## src/rtl/fifo_wr_arbiter.sv

```systemverilog
// Round-robin arbiter sharing one FIFO write port among NUM_REQ producers.
// A grant lasts until req_last or MAX_BURST beats; one arbitration cycle separates grants.
module fifo_wr_arbiter #(
   parameter int unsigned NUM_REQ    = 4,
   parameter int unsigned DATA_WIDTH = 8,
   parameter int unsigned MAX_BURST  = 8,
   parameter int unsigned ID_WIDTH   = $clog2(NUM_REQ)
) (
   input  logic                          clk,
   input  logic                          rst,
   input  logic [NUM_REQ-1:0]            req_valid,
   input  logic [NUM_REQ*DATA_WIDTH-1:0] req_data,
   input  logic [NUM_REQ-1:0]            req_last,
   output logic [NUM_REQ-1:0]            req_ready,
   output logic                          fifo_wen,
   output logic [DATA_WIDTH-1:0]         fifo_wdata,
   input  logic                          fifo_full,
   output logic [ID_WIDTH-1:0]           grant_id,
   output logic                          busy
);

   localparam int unsigned CntWidth = $clog2(MAX_BURST + 1);

   typedef enum logic [0:0] {StIdle, StLock} state_t;

   state_t              state_q;
   logic [ID_WIDTH-1:0] rr_ptr_q;
   logic [ID_WIDTH-1:0] grant_id_q;
   logic [CntWidth-1:0] beat_cnt_q;

   logic [ID_WIDTH-1:0]   winner;
   logic [ID_WIDTH-1:0]   cand;
   logic                  win_found;
   int unsigned           scan_idx;
   logic                  g_valid;
   logic                  g_last;
   logic [DATA_WIDTH-1:0] g_data;
   logic                  release_grant;

   // Scan from rr_ptr+1 upward with an explicit wrap so non-power-of-two NUM_REQ works.
   always_comb begin
      winner    = '0;
      cand      = '0;
      win_found = 1'b0;
      scan_idx  = 0;
      for (int unsigned k = 1; k <= NUM_REQ; k++) begin
         scan_idx = 32'(rr_ptr_q) + k;
         if (scan_idx >= NUM_REQ) begin
            scan_idx = scan_idx - NUM_REQ;
         end
         cand = ID_WIDTH'(scan_idx);
         if (!win_found && req_valid[cand]) begin
            win_found = 1'b1;
            winner    = cand;
         end
      end
   end

   assign g_valid = req_valid[grant_id_q];
   assign g_last  = req_last[grant_id_q];
   assign g_data  = req_data[32'(grant_id_q) * DATA_WIDTH +: DATA_WIDTH];

   always_comb begin
      req_ready  = '0;
      fifo_wen   = 1'b0;
      fifo_wdata = '0;
      if (state_q == StLock) begin
         req_ready[grant_id_q] = !fifo_full;
         fifo_wen              = g_valid && !fifo_full;
         if (fifo_wen) begin
            fifo_wdata = g_data;
         end
      end
   end

   assign release_grant = g_last || (beat_cnt_q == CntWidth'(MAX_BURST - 1));

   always_ff @(posedge clk) begin
      if (rst) begin
         state_q    <= StIdle;
         rr_ptr_q   <= ID_WIDTH'(NUM_REQ - 1);
         grant_id_q <= '0;
         beat_cnt_q <= '0;
      end else begin
         case (state_q)
            StIdle: begin
               if (win_found) begin
                  state_q    <= StLock;
                  grant_id_q <= winner;
                  rr_ptr_q   <= winner;
                  beat_cnt_q <= '0;
               end
            end
            StLock: begin
               // fifo_wen is exactly the grantee's valid && ready handshake.
               if (fifo_wen) begin
                  beat_cnt_q <= beat_cnt_q + 1'b1;
                  if (release_grant) begin
                     state_q <= StIdle;
                  end
               end
            end
            default: state_q <= StIdle;
         endcase
      end
   end

   assign grant_id = grant_id_q;
   assign busy     = (state_q == StLock);

endmodule

```

## config.mk

```make
export PLATFORM = sky130hd
export DESIGN_NAME = fifo_wr_arbiter
export DESIGN_NICKNAME = d
export VERILOG_FILES = /design/src/rtl/fifo_wr_arbiter.sv
export SDC_FILE = /design/constraint.sdc
export NUM_CORES = 1
export LEC_CHECK = 0
export ABC_CLOCK_PERIOD_IN_PS = 1500
export CAP_MARGIN = 40
export CORE_AREA = 2 2 55 57
export CTS_CLUSTER_SIZE = 30
export DETAILED_ROUTE_END_ITERATION = 10
export DIE_AREA = 0 0 57 59
export PLACE_DENSITY = 0.78
export SLEW_MARGIN = 20
export SYNTH_ARGS = -nofsm -noshare
export SYNTH_HDL_FRONTEND = slang
export SYNTH_SLANG_ARGS = --single-unit
```

## constraint.sdc

```tcl
create_clock -name clk -period 1.5 [get_ports clk]
set_input_delay 0.15 -clock clk [delete_from_list [all_inputs] [get_ports clk]]
set_output_delay 0.15 -clock clk [all_outputs]
set_load 0.01 [all_outputs]
```

==> results of run 1 <==
-- worst register-to-register path: stages, from the launching register on --
cell,delay [ps]
dfxtp_4,370
or3b_4,380
o22a_4,230
buf_4,140
buf_6,110
or3_1,300
a21boi_1,150
-- flip-flops by register name (all words and copies together) (netlist names) --
register,cells
beat_cnt_q,4
rr_ptr_q,2
grant_id,2
busy,1
-- cells in the final DEF (no fill, tap or decap), types with 2 or more instances in the layout --
cell / n
clkdlybuf4s50_1: 43
buf_6: 17
buf_4: 12
mux4_2: 9
and2_4: 8
dfxtp_1: 6
nor2_1: 5
inv_1: 5
a21oi_1: 3
nand3_1: 3
a21oi_2: 3
clkbuf_4: 3
mux2i_2: 2
nor2_2: 2
nor2b_1: 2
nand2b_1: 2
nand2_1: 2
o21ai_0: 2
dfxtp_4: 2
dlygate4sd2_1: 2
buf_2: 2
clkbuf_2: 2
buf_12: 2
-- per-layer routing --
metal	vias up	GRT usage, %
met1	487	19.8
met5	-	0
met3	5	5.02
li1	475	-
met4	0	7.97
met2	53	34.5
-- power by group through the flow --
stage / clock (uW) / combinational [uW] / sequential [uW]
after floorplan: 0 / 196 / 277
after global placement: 0 / 399 / 274
after detailed placement: 0 / 409 / 275
after CTS: 206 / 494 / 275
after global routing: 214 / 539 / 278
final: 209 / 511 / 276
-- logic make-up (layout without fill, tap and decap cells) --
family,count (synthesis),after routing
AO/OA/AOI/OAI,17,17
buffers and inverters,12,91
flip-flops,9,9
adder cells (fa/ha/maj),1,1
AND/OR/NAND/NOR,34,34
multiplexers,12,12
-- layout make-up --
type | instances | area (um2) | area share (%)
sequential | 9 | 189 | 10.9
timing repair buffer | 81 | 805 | 46.4
inverter | 6 | 30.0 | 1.73
clock buffer | 4 | 26.3 | 1.52
tap | 31 | 38.8 | 2.24
multi-input combinational | 64 | 644 | 37.2
-- through the flow --
step                hold slack [ps]  cell area (um2)  std cells  power, uW  setup TNS (ps)
finish                          488             1730        195        996           -3670
global route                    508             1730        195       1030           -4190
CTS                             493             1680        193        975           -3100
detailed placement              485             1490        181        684           -8860
global placement                463             1490        181        673           -8080
floorplan                       351              813         85        473           -53.8
-- final timing paths --
path	start	end	slack, ps	cells past startpoint
min reg2reg	beat_cnt_q[3]	beat_cnt_q[3]	490	2
max	grant_id[0]	fifo_wdata[1]	-330	6
min	beat_cnt_q[3]	beat_cnt_q[3]	490	2
max reg2reg	grant_id[0]	beat_cnt_q[3]	-260	6
-- what timing repair did --
action                                  in CTS  in global routing
endpoints found under the setup margin      20                 19
cloned                                       1                  0
gates resized for setup                     77                 20
buffers inserted                             8                  3
pin swaps                                    7                  5
==> results.txt, run 1 <==
Vias -> 1020
Port bufs -> 58
CP arrival -> 1680 ps
CP dominant cell by count -> buf_6
First drt pass iteration count -> 4
H-tree levels -> 1
Yosys warns -> 0
Top cells by area, synth -> mux4_2 (26%), dfxtp_1 (23%), and2_1 (6.4%)
DR vias/cell -> 5.23
Sw Ratio -> 30.0%
Remaining Overflow, GRT -> 0
Top-area cell type share of the netlist area -> 25.9%
CP max-delay cell -> or3b_4
Vias in the first global route -> 980
Failing checks -> setup timing
Cells along the critical path -> or3b_4 > o22a_4 > inv_8 > buf_6 > and2_4 > buf_6
Max Cap Violations -> 0
Clk sinks -> 9
Clock Latency Late Sink -> 280 ps
N_diodes -> 0
I/O pin count -> 59
CTS clk-pin slew, worst paths -> 70 ps
Total core area -> 2710 um2
Number of antenna violations at the first check in global routing -> 0
RePlAce Congestion -> 0.761
Syn_area_per_cell -> 9.20 um2
DR iter-0 viols -> 33
Crit path required time -> 1350 ps
Crit path max fanout -> 8
Final worst-path setup slack -> -326 ps
Slew @ Worst Pin -> 352 ps
CTS Buf Count -> 3
Psw -> 299 uW
Fin. Hold Viols -> 0
Gr usage total -> 18.6%
VDD IR-drop max -> 0.379 mV
Top_reg_cell synth -> dfxtp_1
Largest net degree at the start of global routing -> 14
Number of remaining DRC errors -> 0
Die width -> 57 um
Simple-Gate Fraction of Synth Area -> 24.0%
Number of distinct library cells after synthesis -> 33
Pre-CTS WS -> -659 ps
Sequential Power Share -> 27.7%
Post-synthesis cell area -> 782 um2
Fmax -> 0.548 GHz
Top sig layer -> met4
Logic pwr share -> 51.3%
Leading area contributor after synthesis -> mux4_2
Hold-fix buffers, CTS -> 0
Die height -> 59 um
Clk buf depth -> 2
First-pass GRT wire length -> 4.71 mm
Hold Path Class -> reg2reg
Detail Route met3 WL -> 286 um
Fin. max-slew vios -> 0
Worst clock skew -> 2.89 ps
Finished Core Util -> 63.9%
Routed WL -> 3.22 mm
CP peak stage delay -> 380 ps
LEAKAGE -> 0.000705 uW
Synthesized-area fraction occupied by adder cells -> 1.60%
Crit path max-delay family -> simple AND/OR/NAND/NOR gates
Outcome -> finished with violations
CTS tree -> done
Post-synthesis mux area share -> 29.8%
Headroom to the max-slew limit -> 76.5%
Met2 routed WL -> 1.69 mm
Min Tclk post-route -> 1830 ps
Num rows -> 19
Worst Path Buf+Inv -> 3
Setup violators final -> 16
Combinational family with the most area after synthesis -> multiplexers
Clock network power share -> 21.0%
WS Path Type -> reg2out
Share of cells above drive strength 1 -> 46.3%
Seq/Total Area, Yosys -> 23.0%
Root Buffer -> clkbuf_4
CP Launch Type -> flip-flop
Fillers -> 189
Wl on met1 -> 1.19 mm
Syn Inst Count -> 85
PD cells -> 575 nW/um2
Hpwl dp -> 2.18 mm
Final ANT Viol Nets -> 0
Compound-Gate Fraction of Synth Area -> 14.9%
Area growth from synthesis to layout -> 122%
Crit. End Element -> output pin
Synthesized netlist net count -> 129
Share of flip-flops with an asynchronous set or reset -> 0%
Internal power -> 697 uW
Tcrit/Tclk final -> 122%
RSZ-0062 raised after global routing -> yes
FF+latch count, synth -> 9
Most frequent cells after synthesis -> dfxtp_1 (9), mux4_2 (9), and2_1 (8)
Final #Nets -> 209
Starting Density -> 28.9%
Die ar. -> 3360 um2
Routed wire per std cell -> 16.5 um
Synth Area in XOR/XNOR -> 0%
Post-synth EDFFs -> 0
Note: power is estimated with default switching activity, not from simulation.
==> run 2: changes to the inputs <==
--- a/config.mk
+++ b/config.mk
@@ -7,9 +7,9 @@
 export LEC_CHECK = 0
-export ABC_CLOCK_PERIOD_IN_PS = 1500
+export ABC_CLOCK_PERIOD_IN_PS = 1800
 export CAP_MARGIN = 40
-export CORE_AREA = 2 2 55 57
+export CORE_AREA = 2 2 52 54
 export CTS_CLUSTER_SIZE = 30
 export DETAILED_ROUTE_END_ITERATION = 10
-export DIE_AREA = 0 0 57 59
-export PLACE_DENSITY = 0.78
+export DIE_AREA = 0 0 54 56
+export PLACE_DENSITY = 0.83
 export SLEW_MARGIN = 20
==> constraint.sdc (replaced) <==
create_clock -name clk -period 1.8 [get_ports clk]
set_input_delay 0.36 -clock clk [delete_from_list [all_inputs] [get_ports clk]]
set_output_delay 0.36 -clock clk [all_outputs]
set_load 0.01 [all_outputs]
==> results.txt, run 2 (synthesized netlist as in run 1, its figures left out) <==
Total core area -> 2430 um2 (-10%)
Sequential Power Share -> 29.5% (+1.8 points)
RSZ-0062 raised after global routing -> yes
Vias -> 996 (-2.4%)
Final #Nets -> 209 (unchanged)
CP max-delay cell -> or3b_4
VDD IR-drop max -> 0.282 mV (-25%)
Placed inst area -> 1470 um2 (-1.5%)
Root Buffer -> clkbuf_4
Hpwl dp -> 2.22 mm (+1.6%)
Largest net degree at the start of global routing -> 12 (-2)
Tcrit/Tclk final -> 114%
Worst Path Buf+Inv -> 3 (unchanged)
WS Path Type -> reg2out
Clock Latency Late Sink -> 270 ps (about the same)
First drt pass iteration count -> 4 (unchanged)
Routed WL -> 3.06 mm (-5.0%)
PD cells -> 483 nW/um2 (-16%)
Psw -> 223 uW (-25%)
Number of remaining DRC errors -> 0 (unchanged)
Final ANT Viol Nets -> 0 (unchanged)
Hold EP -> beat_cnt_q[3]
Failing checks -> setup timing
LEAKAGE -> 0.000683 uW (-3.1%)
Starting Density -> 32.2% (+3.3 points)
Crit path required time -> 1440 ps (+90 ps)
Number of antenna violations at the first check in global routing -> 0 (unchanged)
Setup slack, reg-to-reg -> -30 ps (+230 ps)
Remaining Overflow, GRT -> 0 (unchanged)
Clk sinks -> 9 (unchanged)
Fmax -> 0.488 GHz
DR iter-0 viols -> 9 (-73%)
Num rows -> 18 (-1)
Vias in the first global route -> 992 (+1.2%)
Crit. End Element -> output pin
Finished Cell Area -> 1600 um2 (-7.9%)
Headroom to the max-slew limit -> 79.2% (+2.7 points)
Hold Path Class -> reg2reg
Area growth from synthesis to layout -> 104%
Commonest non-fill, non-tap cells in the layout -> clkdlybuf4s50_1 (41), buf_4 (19), mux4_2 (9), buf_6 (9)
CP Launch Type -> flip-flop
Final hold slack -> 485 ps (-3.54 ps)
Clk buf depth -> 2 (unchanged)
Slew @ Worst Pin -> 311 ps (-40.8 ps)
Sw Ratio -> 29.0% (-1.1 points)
Routed wire per std cell -> 15.8 um (-4.5%)
Gr usage total -> 19.4% (+0.80 points)
Cells along the critical path -> or3b_4 > o22a_2 > inv_4 > buf_6 > and2_4 > buf_6
Die width -> 54 um (-5.3%)
Die ar. -> 3020 um2 (-10%)
Internal power -> 548 uW (-21%)
Port bufs -> 58 (unchanged)
I/O pin count -> 59 (unchanged)
Outcome -> finished with violations
Max Cap Violations -> 0 (unchanged)
DR vias/cell -> 5.13 (-1.8%)
Logic pwr share -> 49.4% (-1.9 points)
First-pass GRT wire length -> 4.40 mm (-6.4%)
Largest Register -> beat_cnt_q
CP dominant cell by count -> buf_6
CP arrival -> 1690 ps (about the same)
Crit path max-delay family -> simple AND/OR/NAND/NOR gates
CP peak stage delay -> 390 ps (about the same)
Share of cells above drive strength 1 -> 36.6% (-9.8 points)
Most common cell after layout, fill and taps aside -> clkdlybuf4s50_1
CTS clk-pin slew, worst paths -> 60 ps (about the same)
Die height -> 56 um (-5.1%)
Setup violators final -> 11 (-5)
Clock network power share -> 21.1% (about the same)
Reg2reg start -> grant_id[0]
Final worst-path setup slack -> -248 ps (+78.7 ps)
Worst clock skew -> 3.03 ps (+0.138 ps)
Crit path max fanout -> 6 (-2)
Worst reg2reg path depth -> 9 (+3)
Max reg flops -> 4 (unchanged)
Fin. max-slew vios -> 0 (unchanged)
Hold_sp -> beat_cnt_q[3]
Fin. Hold Viols -> 0 (unchanged)
N_diodes -> 0 (unchanged)
CTS Buf Count -> 3 (unchanged)
Hold-fix buffers, CTS -> 0 (unchanged)
RePlAce Congestion -> 0.913 (+20%)
Pre-CTS WS -> -862 ps (-203 ps)
Crit Reg-Reg Endpoint -> beat_cnt_q[2]
Worst Hold Depth -> 2 (unchanged)
Fillers -> 184 (-2.6%)
CTS tree -> done
H-tree levels -> 1 (unchanged)
Min Tclk post-route -> 2050 ps
==> run 2: through the flow <==
stage	util (%)	TNS [ps]	total power [uW]	instances
2_1_floorplan	-	0	379	85
3_3_place_gp	60.4	-9210	550	180
3_5_place_dp	60.4	-10990	560	180
4_1_cts	62.1	-1350	741	190
5_1_grt	65.6	-2450	811	194
6_report	65.6	-1840	772	194
==> run 2: layout make-up <==
cell class	count	area [um2]	area share, %
multi-input combinational	64	581	36.4
clock buffer	4	26.3	1.65
inverter	6	25.0	1.57
timing repair buffer	81	742	46.5
sequential	9	185	11.6
tap	30	37.5	2.35
==> run 2: worst max-delay path by stage <==
| stage | startpoint | endpoint | slack, ps | depth (start not counted) |
|---|---|---|---|---|
| 2_1_floorplan | busy | fifo_wdata[0] | 30 | 5 |
| 3_3_place_gp | fifo_full | fifo_wdata[7] | -760 | 6 |
| 3_5_place_dp | fifo_full | fifo_wdata[3] | -860 | 6 |
| 4_1_cts | grant_id[0] | fifo_wdata[0] | -210 | 6 |
| 5_1_grt | grant_id[0] | fifo_wdata[4] | -280 | 6 |
| 6_report | grant_id[0] | fifo_wdata[4] | -250 | 6 |
==> run 2: worst min-delay path: stages (launching register included) <==
cell and delay [ps]:
dfxtp_1 310, o21ai_0 70, a21boi_1 60
==> run 2: power by group through the flow <==
stage	registers (uW)	logic [uW]	clock network [uW]
after floorplan	230	150	0
after global placement	228	322	0
after detailed placement	230	331	0
after CTS	227	345	169
after global routing	229	408	173
final	228	381	163
==> run 2: repair_timing <==
item,4_1_cts,5_1_grt
endpoints found under the setup margin,17,12
pin swaps,4,3
gates cloned,1,0
resized for setup,59,15
endpoints found under the hold margin,0,0
buffers inserted,5,4
==> run 2: routing by layer <==
layer / GRT usage, % / part of all wire, % / vias up
met2: 35.9 / 48 / 52
met5: 0 / 0 / -
met4: 6.43 / 3.1 / 0
met3: 4.84 / 12 / 11
met1: 20.2 / 37 / 459
li1: - / - / 474
